$ cat src/rtl/cache_line_writeback.sv
// Dirty-line eviction: captures a whole cache line and writes it to memory one word per accepted beat.
// Optional build macro CACHE_WB_DIRTY_MASK_EN restricts the writes to the words flagged in dirty_i.
//
//   state   | meaning
//   --------+-----------------------------------------------------------
//   S_IDLE  | waiting for start; all outputs zero
//   S_WRITE | presenting word idx_q; advances on mem_ack
//   S_DONE  | one-cycle done pulse, then back to S_IDLE
module cache_line_writeback #(
    parameter int WORD_SIZE      = 32,
    parameter int WORDS_PER_LINE = 8
) (
    input  logic                                clk,
    input  logic                                clr,
    input  logic                                start,
    input  logic [WORD_SIZE-1:0]                addr_i,
    input  logic [WORD_SIZE*WORDS_PER_LINE-1:0] line_i,
    input  logic [WORDS_PER_LINE-1:0]           dirty_i,
    input  logic                                mem_ack,
    output logic                                mem_we,
    output logic [WORD_SIZE-1:0]                mem_addr,
    output logic [WORD_SIZE-1:0]                mem_data,
    output logic                                busy,
    output logic                                done
);

    localparam int LINE_BITS = $clog2(WORDS_PER_LINE);
    localparam int OFS_BITS  = LINE_BITS + 2;
    localparam logic [LINE_BITS-1:0] LAST_IDX  = LINE_BITS'(WORDS_PER_LINE - 1);
    localparam logic [WORD_SIZE-1:0] BASE_MASK = {WORD_SIZE{1'b1}} << OFS_BITS;

    typedef enum logic [1:0] {
        S_IDLE  = 2'd0,
        S_WRITE = 2'd1,
        S_DONE  = 2'd2
    } state_t;

    state_t                                   state_q, state_d;
    logic [LINE_BITS-1:0]                     idx_q, idx_d;
    logic [WORDS_PER_LINE-1:0][WORD_SIZE-1:0] line_q, line_d;
    logic [WORD_SIZE-1:0]                     base_q, base_d;
    logic                                     capture;

`ifdef CACHE_WB_DIRTY_MASK_EN
    logic [WORDS_PER_LINE-1:0] mask_q, mask_d;
    logic                      first_found, next_found;
    logic [LINE_BITS-1:0]      first_pos, next_pos;

    // Lowest set bit of mask at or above lo; found=0 when none remains.
    function automatic void find_set(input  logic [WORDS_PER_LINE-1:0] mask,
                                     input  int                        lo,
                                     output logic                      found,
                                     output logic [LINE_BITS-1:0]      pos);
        found = 1'b0;
        pos   = '0;
        for (int k = WORDS_PER_LINE - 1; k >= 0; k--) begin
            if (mask[k] && (k >= lo)) begin
                found = 1'b1;
                pos   = LINE_BITS'(k);
            end
        end
    endfunction

    always_comb begin
        find_set(dirty_i, 0, first_found, first_pos);
        find_set(mask_q, int'(idx_q) + 1, next_found, next_pos);
    end
`else
    logic unused_dirty;
    assign unused_dirty = ^dirty_i;
`endif

    always_comb begin
        state_d = state_q;
        idx_d   = idx_q;
        capture = 1'b0;
        unique case (state_q)
            S_IDLE: begin
                if (start) begin
                    capture = 1'b1;
`ifdef CACHE_WB_DIRTY_MASK_EN
                    // An all-clean line still reports completion, without any write.
                    state_d = first_found ? S_WRITE : S_DONE;
                    idx_d   = first_pos;
`else
                    state_d = S_WRITE;
                    idx_d   = '0;
`endif
                end
            end
            S_WRITE: begin
                if (mem_ack) begin
`ifdef CACHE_WB_DIRTY_MASK_EN
                    state_d = next_found ? S_WRITE : S_DONE;
                    idx_d   = next_pos;
`else
                    if (idx_q == LAST_IDX) begin
                        state_d = S_DONE;
                        idx_d   = '0;
                    end else begin
                        idx_d = idx_q + 1'b1;
                    end
`endif
                end
            end
            S_DONE: begin
                state_d = S_IDLE;
                idx_d   = '0;
            end
            default: begin
                state_d = S_IDLE;
                idx_d   = '0;
            end
        endcase
    end

    always_comb begin
        line_d = line_q;
        base_d = base_q;
        if (capture) begin
            line_d = line_i;
            base_d = addr_i & BASE_MASK;
        end
    end

`ifdef CACHE_WB_DIRTY_MASK_EN
    always_comb begin
        mask_d = mask_q;
        if (capture) begin
            mask_d = dirty_i;
        end
    end

    always_ff @(posedge clk) begin
        if (clr) begin
            mask_q <= '0;
        end else begin
            mask_q <= mask_d;
        end
    end
`endif

    always_ff @(posedge clk) begin
        if (clr) begin
            state_q <= S_IDLE;
            idx_q   <= '0;
            line_q  <= '0;
            base_q  <= '0;
        end else begin
            state_q <= state_d;
            idx_q   <= idx_d;
            line_q  <= line_d;
            base_q  <= base_d;
        end
    end

    // Outputs decode registered state only; address and data are forced to zero outside WRITE.
    assign mem_we   = (state_q == S_WRITE);
    assign busy     = (state_q == S_WRITE);
    assign done     = (state_q == S_DONE);
    assign mem_addr = mem_we ? (base_q + WORD_SIZE'({idx_q, 2'b00})) : '0;
    assign mem_data = mem_we ? line_q[idx_q] : '0;

endmodule

$ cat config.mk
export PLATFORM = sky130hd
export DESIGN_NAME = cache_line_writeback
export DESIGN_NICKNAME = d
export VERILOG_FILES = /design/src/rtl/cache_line_writeback.sv
export SDC_FILE = /design/constraint.sdc
export NUM_CORES = 1
export LEC_CHECK = 0
export ABC_AREA = 1
export BUFFER_PORTS_ARGS = -buffer_cell sky130_fd_sc_hd__buf_2
export CAP_MARGIN = 20
export CORE_MARGIN = 1.5
export CORE_UTILIZATION = 35
export DETAILED_ROUTE_END_ITERATION = 6
export PLACE_DENSITY = 0.67
export REMOVE_ABC_BUFFERS = 1
export SLEW_MARGIN = 30
export SYNTH_ARGS = -nofsm -noshare
export SYNTH_HDL_FRONTEND = slang
export SYNTH_SLANG_ARGS = --single-unit
$ cat constraint.sdc
create_clock -name clk -period 2.01 [get_ports clk]
set_input_delay 0.402 -clock clk [delete_from_list [all_inputs] [get_ports clk]]
set_output_delay 0.402 -clock clk [all_outputs]
set_load 0.01 [all_outputs]
==> impl_metrics.json, run 1 <==
{
  "required_ps": 1610,
  "fmax_mhz": 455.3,
  "cp_slowest_cell": "dfxtp_4",
  "share_comb_of_total_power": 0.208,
  "cts_tree": "built",
  "r2r_start": "idx_q[0]$_SDFFE_PP0P_",
  "fin_util": 0.4825,
  "cts_num_sinks": 288,
  "regArea_um2": 5779,
  "finalCriticalPeriod_ps": 2196,
  "synth_warnings": 0,
  "startpoint_type": "flip-flop",
  "power.leakage_uw": 0.009066,
  "cp-startpoint": "idx_q[0]$_SDFFE_PP0P_",
  "ant_nets": 0,
  "synth_edf_count": 0,
  "synth_common_cells": "nor2_1, nand2_1, inv_1",
  "arrival_ps": 1790,
  "design_area_um2": 18300,
  "synth_mux_area_frac": 0,
  "yosys.area.top_type_share": 0.4250,
  "cts_buffer_depth": 3,
  "met3_length_mm": 3.071,
  "postSynthAreaPerCell_um2": 6.209,
  "wl_per_cell_um": 14.45,
  "finalCritPeriodShare": 1.093,
  "synth_top_family_by_area": "simple AND/OR/NAND/NOR gates",
  "syn_inst": 2185,
  "p_total_uw": 15850,
  "synthXorXnorAreaFrac": 0,
  "synth.most_common_cell": "nor2_1",
  "synth_cell_type_count": 18,
  "finish.net_count": 2806,
  "die_h_um": 199.9,
  "syn-cell-area_um2": 13570,
  "drv_slew": 0,
  "path_cells": "buf_12, buf_8, buf_16, nand2_1, nand3_1, nand2_1, nand2_1, nand2_1, buf_2",
  "dp_hpwl_mm": 26.18,
  "ys_seq_elements": 288,
  "wl_met1_mm": 19.13,
  "p_int_uw": 11250,
  "synth_area_leaders": "dfxtp_1, nor2_1, nand2_1, o21ai_0, inv_1",
  "slowest_delay_ps": 380,
  "firstDrtPassIters": 5,
  "cts-buffers-inserted": 35,
  "viasPerCell": 4.644,
  "hold_buffers": 0,
  "clockRootBuffer": "clkbuf_16",
  "grt_pass1_wl_mm": 67.56,
  "hold_start": "line_i[170]",
  "path_clk_slew_ps": 60,
  "start_util": 0.3577,
  "gp_congestion": 0.7934,
  "grt.overflow.total": 0,
  "routed_wl_mm": 44.00,
  "placed_area_um2": 15920,
  "hold_viol": 0,
  "multi_input_area_um2": 6589,
  "cp_max_fo": 8,
  "io_buffers": 351,
  "synth-compound-area-share": 0.1055,
  "synth_simple_gate_area_frac": 0.3358,
  "clkPwrFrac": 0.385,
  "peakVddDrop_v": 0.0008263,
  "die_area_um2": 39950,
  "rsz0062_at_grt": "true",
  "ys_seq_area_frac": 0.4250,
  "p_switching_uw": 4601,
  "htreeDepth": 2,
  "endpoint_kind": "output pin",
  "n_fill_cell": 3885,
  "crit_type": "reg -> out",
  "syn2layout_area_growth_pct": 34.92,
  "synthArstFlopShare": 0,
  "p_seq_frac": 0.407,
  "ys.flop_type": "dfxtp_1",
  "via_count": 14140,
  "io_pins": 367,
  "antenna_found_initial": 5,
  "die_x_um": 199.9,
  "row_count": 71,
  "drt-initial-drc-count": 634,
  "fin_setup_tns_ps": -4836,
  "swShare": 0.2902,
  "max-cap-violations": 0,
  "grt_max_degree": 86,
  "worst_slack_ps": -186.3,
  "setup_violations": 32,
  "drcViolationCount": 0,
  "worstHoldPathType": "in -> reg",
  "outcome": "finished, violations left",
  "skew_ps": 20.12,
  "synth_top_area_cell": "dfxtp_1",
  "violations": "setup timing",
  "drive_above_1_share": 0.2370,
  "place_ws_ps": 167.3,
  "grt_usage": 0.2159,
  "top_layer_used": "met5",
  "crit_top_cell": "nand2_1",
  "core_um2": 37930,
  "first_global_vias": 13370,
  "clk_latency_ps": 530,
  "synthAdderAreaFrac": 0.001845,
  "met2_length_mm": 20.71,
  "pwr_density_cell_nw_per_um2": 866.1
}
==> power by group through the flow <==
stage          sequential [uW]  clock [uW]  combinational [uW]
2_1_floorplan             6570           0                1770
3_3_place_gp              6550           0                2700
3_5_place_dp              6570           0                2750
4_1_cts                   6450        6260                3160
5_1_grt                   6500        6460                3720
6_report                  6440        6110                3300
==> placed cells by master, fill, tap and decap left out, types with 2 or more instances in the layout <==
| cell | Yosys | routed |
|---|---|---|
| clkinv_2 | 0 | 3 |
| a21oi_1 | 2 | 2 |
| o21ai_1 | 53 | 53 |
| buf_8 | 0 | 4 |
| nor2_1 | 605 | 599 |
| buf_4 | 3 | 29 |
| dfxtp_2 | 0 | 2 |
| buf_2 | 95 | 343 |
| inv_1 | 292 | 288 |
| inv_8 | 0 | 2 |
| buf_12 | 0 | 22 |
| ha_1 | 2 | 2 |
| o21ai_0 | 231 | 231 |
| dfxtp_1 | 288 | 283 |
| clkbuf_16 | 0 | 38 |
| nand2_1 | 426 | 364 |
| diode_2 | 0 | 6 |
| nor2_2 | 2 | 6 |
| clkbuf_1 | 40 | 13 |
| buf_6 | 0 | 14 |
| nand2_2 | 1 | 29 |
| clkbuf_8 | 0 | 5 |
| nand3_2 | 0 | 42 |
| nor2_4 | 0 | 2 |
| nand3_1 | 132 | 90 |
| dfxtp_4 | 0 | 3 |
| nand2_4 | 0 | 33 |
| conb_1 | 1 | 2 |
| buf_16 | 0 | 15 |
==> state kept, by name, summed over array words and instances (netlist names) <==
signal   cells
line_q     256
base_q      27
idx_q        3
state_q      2
==> metal layers <==
metal  track usage  vias to the layer above
li1              -                     7243
met1        0.2666                     6416
met2        0.3672                      395
met3       0.05158                       79
met4       0.07463                        2
met5             0                        -
==> critical path, delay by kind of cell (launching register included) <==
family                 cells  cell delay, ps
buffers and inverters      4             560
flip-flops                 1             380
AND/OR/NAND/NOR            5             350
==> final cells by class <==
cell class / count / share of cell area
well taps: 511 / 0.03493
diodes: 6 / 0.0008203
repair buffers: 429 / 0.1673
clock buffers: 55 / 0.05701
multi-input cells: 1457 / 0.3600
clock inverters: 5 / 0.002871
flip-flops and latches: 288 / 0.3157
inverters: 293 / 0.06132
==> what timing repair did <==
action                     in CTS  in global routing
setup buffers                  15                  5
setup endpoints to repair      62                 35
gates cloned                   14                  1
pin swaps                      41                 64
gates resized for setup       109                 86
==> kinds of logic (layout without fill, tap and decap cells) <==
| kind of cell | after synthesis | in the layout |
|---|---|---|
| buffers and inverters | 441 | 782 |
| and+or+nand+nor | 1167 | 1167 |
| AOI/OAI and AO/OA | 286 | 286 |
| adders and majority gates | 2 | 2 |
| other | 1 | 8 |
| DFF | 288 | 288 |
==> metrics by stage <==
stage | instances | hold WS, ps
3_3_place_gp | 2943 | 462.9
4_1_cts | 3032 | 78.15
2_1_floorplan | 2038 | 455.0
6_report | 3044 | 103.1
3_5_place_dp | 2943 | 470.1
5_1_grt | 3039 | 106.5
==> final timing paths <==
check / end / slack (ps) / cells past startpoint
max: mem_data[1] / -190 / 9
min: line_q[170]$_SDFFE_PP0P_ / 100 / 3
max reg2reg: idx_q[1]$_SDFFE_PP0P_ / 170 / 11
min reg2reg: line_q[168]$_SDFFE_PP0P_ / 480 / 2
No activity file was read; power rests on OpenSTA's default activity.
==> inputs of run 2 (changes only) <==
Settings changed: BUFFER_PORTS_ARGS -buffer_cell sky130_fd_sc_hd__buf_2 to -buffer_cell sky130_fd_sc_hd__buf_4.
==> impl_metrics.json, run 2 (synthesis gave the netlist of run 1 again) <==
{
  "cts_num_sinks": 288,
  "row_count": 71,
  "syn2layout_area_growth_pct": 42.29,
  "drv_slew": 0,
  "finalCriticalPeriod_ps": 2222,
  "crit_buf_inv": 4,
  "io_pins": 367,
  "largest_register_ffs": 256,
  "grt_pass1_wl_mm": 68.20,
  "firstDrtPassIters": 7,
  "start_util": 0.3577,
  "clockRootBuffer": "clkbuf_16",
  "power.leakage_uw": 0.009322,
  "critPathTopFamily": "buffers and inverters",
  "swShare": 0.2858,
  "drive_above_1_share": 0.2333,
  "hold_buffers": 0,
  "fmax_mhz": 450.0,
  "cts_buffer_depth": 3,
  "grt_max_degree": 101,
  "slowest_delay_ps": 380,
  "violations": "setup timing",
  "skew_ps": 11.41,
  "worstHoldPathType": "in -> reg",
  "startpoint_type": "flip-flop",
  "crit_type": "reg -> out",
  "via_count": 14100,
  "share_comb_of_total_power": 0.222,
  "antenna_found_initial": 0,
  "final_cell_mix": "nor2_1, nand2_1, buf_4",
  "endpoint_kind": "output pin",
  "drcViolationCount": 0,
  "finish.net_count": 2806,
  "rsz0062_at_grt": "true",
  "p_seq_frac": 0.399,
  "finalCritPeriodShare": 1.106,
  "die_x_um": 199.9,
  "gp_congestion": 0.8189,
  "peakVddDrop_v": 0.0005465,
  "hold_viol": 0,
  "dp_hpwl_mm": 26.39,
  "path_cells": "buf_12, clkinv_16, buf_16, nand2_1, nand3_2, nand2_2, nand2_4, nand2_2, buf_6",
  "crit_top_cell": "nand2_2",
  "worst_slack_ps": -212.1,
  "p_switching_uw": 4618,
  "path_clk_slew_ps": 60,
  "viasPerCell": 4.645,
  "setup_violations": 34,
  "cp_slowest_cell": "dfxtp_4",
  "grt.overflow.total": 0,
  "top_register": "line_q",
  "routed_wl_mm": 46.16,
  "ant_nets": 0,
  "cts-buffers-inserted": 34,
  "wl_per_cell_um": 15.21,
  "cp_max_fo": 8,
  "core_um2": 37930,
  "p_int_uw": 11540,
  "grt_usage": 0.2175,
  "pwr_density_cell_nw_per_um2": 837.1,
  "die_area_um2": 39950,
  "outcome": "finished, violations left",
  "max-cap-violations": 0,
  "fin_setup_tns_ps": -5360,
  "reg_top3": "line_q: 256 flops, base_q: 27 flops, idx_q: 3 flops",
  "clkPwrFrac": 0.379,
  "die_h_um": 199.9,
  "first_global_vias": 13260,
  "drt-initial-drc-count": 788,
  "fin_util": 0.5089,
  "htreeDepth": 2,
  "n_antenna_cell": 0,
  "clk_latency_ps": 520,
  "arrival_ps": 1820,
  "cts_tree": "built",
  "required_ps": 1610,
  "io_buffers": 351,
  "final_common_cell": "nor2_1"
}
-- run 2: changes by cell type in the layout (fill, tap and decap cells not counted), sizes merged --
cell    previous run  this run
clkinv             3         4
clkbuf            56        62
diode              6         0
buf              427       419
bufbuf             1         0
-- run 2: final cells by class --
class / count / area, um2
Clock buffer: 53 / 1056
Clock inverter: 4 / 47.55
Fill cell: 3779 / 18630
Inverter: 293 / 1146
Multi-Input combinational cell: 1457 / 6469
Sequential cell: 288 / 5782
Tap cell: 511 / 639.4
Timing Repair Buffer: 428 / 4134
Timing Repair inverter: 2 / 31.28
-- run 2: routing by layer --
| metal | vias to the layer above | wire length [um] | part of all wire | global-route usage |
|---|---|---|---|---|
| li1 | 7239 | - | - | - |
| met1 | 6433 | 19450 | 0.42 | 0.2605 |
| met2 | 371 | 22770 | 0.49 | 0.3873 |
| met3 | 58 | 2988 | 0.065 | 0.05024 |
| met4 | 0 | 950 | 0.021 | 0.06182 |
| met5 | - | 0 | 0 | 0 |
-- run 2: final timing paths --
kind	from	endpoint	slack (ps)	depth (start not counted)
setup / recovery	idx_q[0]$_SDFFE_PP0P_	mem_data[23]	-210	9
hold / removal	clr	state_q[0]$_SDFFE_PP0P_	90	2
setup reg to reg	state_q[0]$_SDFFE_PP0P_	line_q[166]$_SDFFE_PP0P_	170	7
hold reg to reg	line_q[234]$_SDFFE_PP0P_	line_q[234]$_SDFFE_PP0P_	480	2
-- run 2: stage by stage --
stage               area, um2  hold WS (ps)  instances  total power (uW)  worst slack (ps)
global placement        16710         461.6       2935              9429             238.6
detailed placement      16710         471.5       2935              9500             213.2
floorplan               12880         455.0       2038              8336             -3858
global route            19300         63.18       3036             17020            -310.7
CTS                     18500         63.10       3016             16000            -206.4
finish                  19300         88.06       3036             16160            -212.1
-- run 2: timing repair --
action / 4_1_cts / 5_1_grt
pin swaps: 2 / 66
setup endpoints to repair: 62 / 33
setup buffers: 9 / 10
cloned: 15 / 10
resized for setup: 59 / 127
-- run 2: power groups by stage --
stage,sequential (uW),combinational [uW],clock [uW]
floorplan,6570,1770,0
global placement,6550,2880,0
detailed placement,6580,2920,0
CTS,6440,3290,6260
global route,6500,4010,6510
finish,6440,3590,6130
==> inputs of run 3 (changes only) <==
Settings changed: GPL_TIMING_DRIVEN set to 0.
==> impl_metrics.json, run 3 (synthesis gave the netlist of run 1 again) <==
{
  "start_util": 0.3577,
  "finalCritPeriodShare": 1.129,
  "cts_num_sinks": 288,
  "rsz0062_at_grt": "true",
  "cts-buffers-inserted": 35,
  "gp_congestion": 0.7751,
  "fmax_mhz": 440.6,
  "via_count": 14690,
  "required_ps": 1610,
  "io_pins": 367,
  "skew_ps": 20.64,
  "antenna_found_initial": 2,
  "grt.overflow.total": 0,
  "final_common_cell": "nor2_1",
  "grt_usage": 0.2508,
  "grt_max_degree": 139,
  "design_area_um2": 19830,
  "dp_hpwl_mm": 25.20,
  "power.leakage_uw": 0.009595,
  "cts_tree": "built",
  "cp_max_fo": 8,
  "routed_wl_mm": 53.44,
  "pwr_density_cell_nw_per_um2": 851.9,
  "drive_above_1_share": 0.2361,
  "ant_nets": 0,
  "core_um2": 37930,
  "grt_pass1_wl_mm": 76.20,
  "finish.net_count": 2829,
  "arrival_ps": 1870,
  "clockRootBuffer": "clkbuf_16",
  "wl_per_cell_um": 17.45,
  "placed_area_um2": 16620,
  "fin_setup_tns_ps": -7431,
  "max-cap-violations": 0,
  "cts_buffer_depth": 3,
  "row_count": 71,
  "firstDrtPassIters": 6,
  "peakVddDrop_v": 0.0007105,
  "clk_latency_ps": 550,
  "fin_util": 0.5227,
  "top_register": "line_q",
  "path_clk_slew_ps": 60,
  "worst_pin_slew_ps": 566.3,
  "htreeDepth": 2,
  "io_buffers": 351,
  "viasPerCell": 4.797,
  "startpoint_type": "flip-flop",
  "slew_headroom": 0.6225,
  "crit_type": "reg -> out",
  "hold_viol": 0,
  "reg_top3": "line_q: 256 flops, base_q: 27 flops, idx_q: 3 flops",
  "endpoint_kind": "output pin",
  "worstHoldPathType": "in -> reg",
  "outcome": "finished, violations left",
  "first_global_vias": 13690,
  "violations": "setup timing",
  "hold_buffers": 0,
  "die_x_um": 199.9,
  "hold_ws_ps": 90.08,
  "syn2layout_area_growth_pct": 46.15,
  "drt-initial-drc-count": 701,
  "setup_violations": 33,
  "drcViolationCount": 0,
  "finalCriticalPeriod_ps": 2270,
  "die_h_um": 199.9,
  "final_cell_mix": "nor2_1, nand2_1, buf_4",
  "largest_register_ffs": 256,
  "drv_slew": 0,
  "worst_slack_ps": -259.6,
  "die_area_um2": 39950
}
[run 3: changes by cell type in the layout (fill, tap and decap cells not counted), moves of 4 or more]
| cell | before | now |
|---|---|---|
| bufbuf_16 | 0 | 7 |
| inv_6 | 1 | 5 |
| buf_16 | 17 | 32 |
| buf_12 | 23 | 8 |
| nand3_2 | 28 | 20 |
| nand3_1 | 101 | 112 |
| nor2_2 | 1 | 13 |
| nand2_1 | 360 | 375 |
| buf_6 | 32 | 38 |
| nand2_2 | 50 | 45 |
| nor2_1 | 604 | 590 |
| nand2_4 | 16 | 7 |
[run 3: power breakdown]
group | switching, uW | total [uW] | internal (uW)
Combinational | 2140 | 3900 | 1760
Clock | 2530 | 6540 | 4010
Sequential | 249 | 6450 | 6200
Total | 4920 | 16900 | 12000
[run 3: repair_timing]
item	in CTS	in global routing
resized for setup	70	106
pin swaps	65	37
buffers inserted	33	5
gates cloned	34	15
setup endpoints to repair	345	196
[run 3: path summary, 6_finish.rpt]
kind / from / to / slack [ps] / cells after the start
setup / recovery: state_q[1]$_SDFFE_PP0P_ / mem_data[20] / -260 / 9
hold / removal: line_i[168] / line_q[168]$_SDFFE_PP0P_ / 90 / 3
setup reg to reg: state_q[1]$_SDFFE_PP0P_ / line_q[95]$_SDFFE_PP0P_ / 140 / 9
hold reg to reg: line_q[161]$_SDFFE_PP0P_ / line_q[161]$_SDFFE_PP0P_ / 470 / 2
[run 3: cell type report]
| cell class | instances | area, um2 |
|---|---|---|
| Tap cell | 511 | 639.4 |
| Fill cell | 3714 | 18100 |
| Inverter | 293 | 1169 |
| Sequential cell | 288 | 5782 |
| Clock buffer | 52 | 1054 |
| Timing Repair Buffer | 439 | 4544 |
| Multi-Input combinational cell | 1460 | 6400 |
| Timing Repair inverter | 10 | 112.6 |
| Antenna cell | 2 | 5.005 |
| Clock inverter | 8 | 122.6 |
[run 3: metrics by stage]
step / setup slack, ps / power (uW) / cells
final: -259.6 / 16890 / 3063
after global routing: -350.3 / 17700 / 3061
after CTS: -264.6 / 16710 / 3042
after detailed placement: -1174 / 9461 / 2915
after global placement: -9803 / 9526 / 2900
after floorplan: -3858 / 8336 / 2038
[run 3: worst max-delay path, cell delays in order (launching register included)]
cell	delay [ps]
dfxtp_4	350
inv_4	80
nand2_8	60
buf_12	130
nor2_4	120
buf_12	150
clkbuf_16	180
nand2_1	70
nand2_2	60
buf_6	100
[run 3: per-layer routing]
metal	track usage	wire length [um]	up-vias
met1	0.3022	22120	6734
met3	0.06552	4442	107
met2	0.4291	25040	537
li1	-	-	7315
met4	0.09134	1838	0
met5	0	0	-
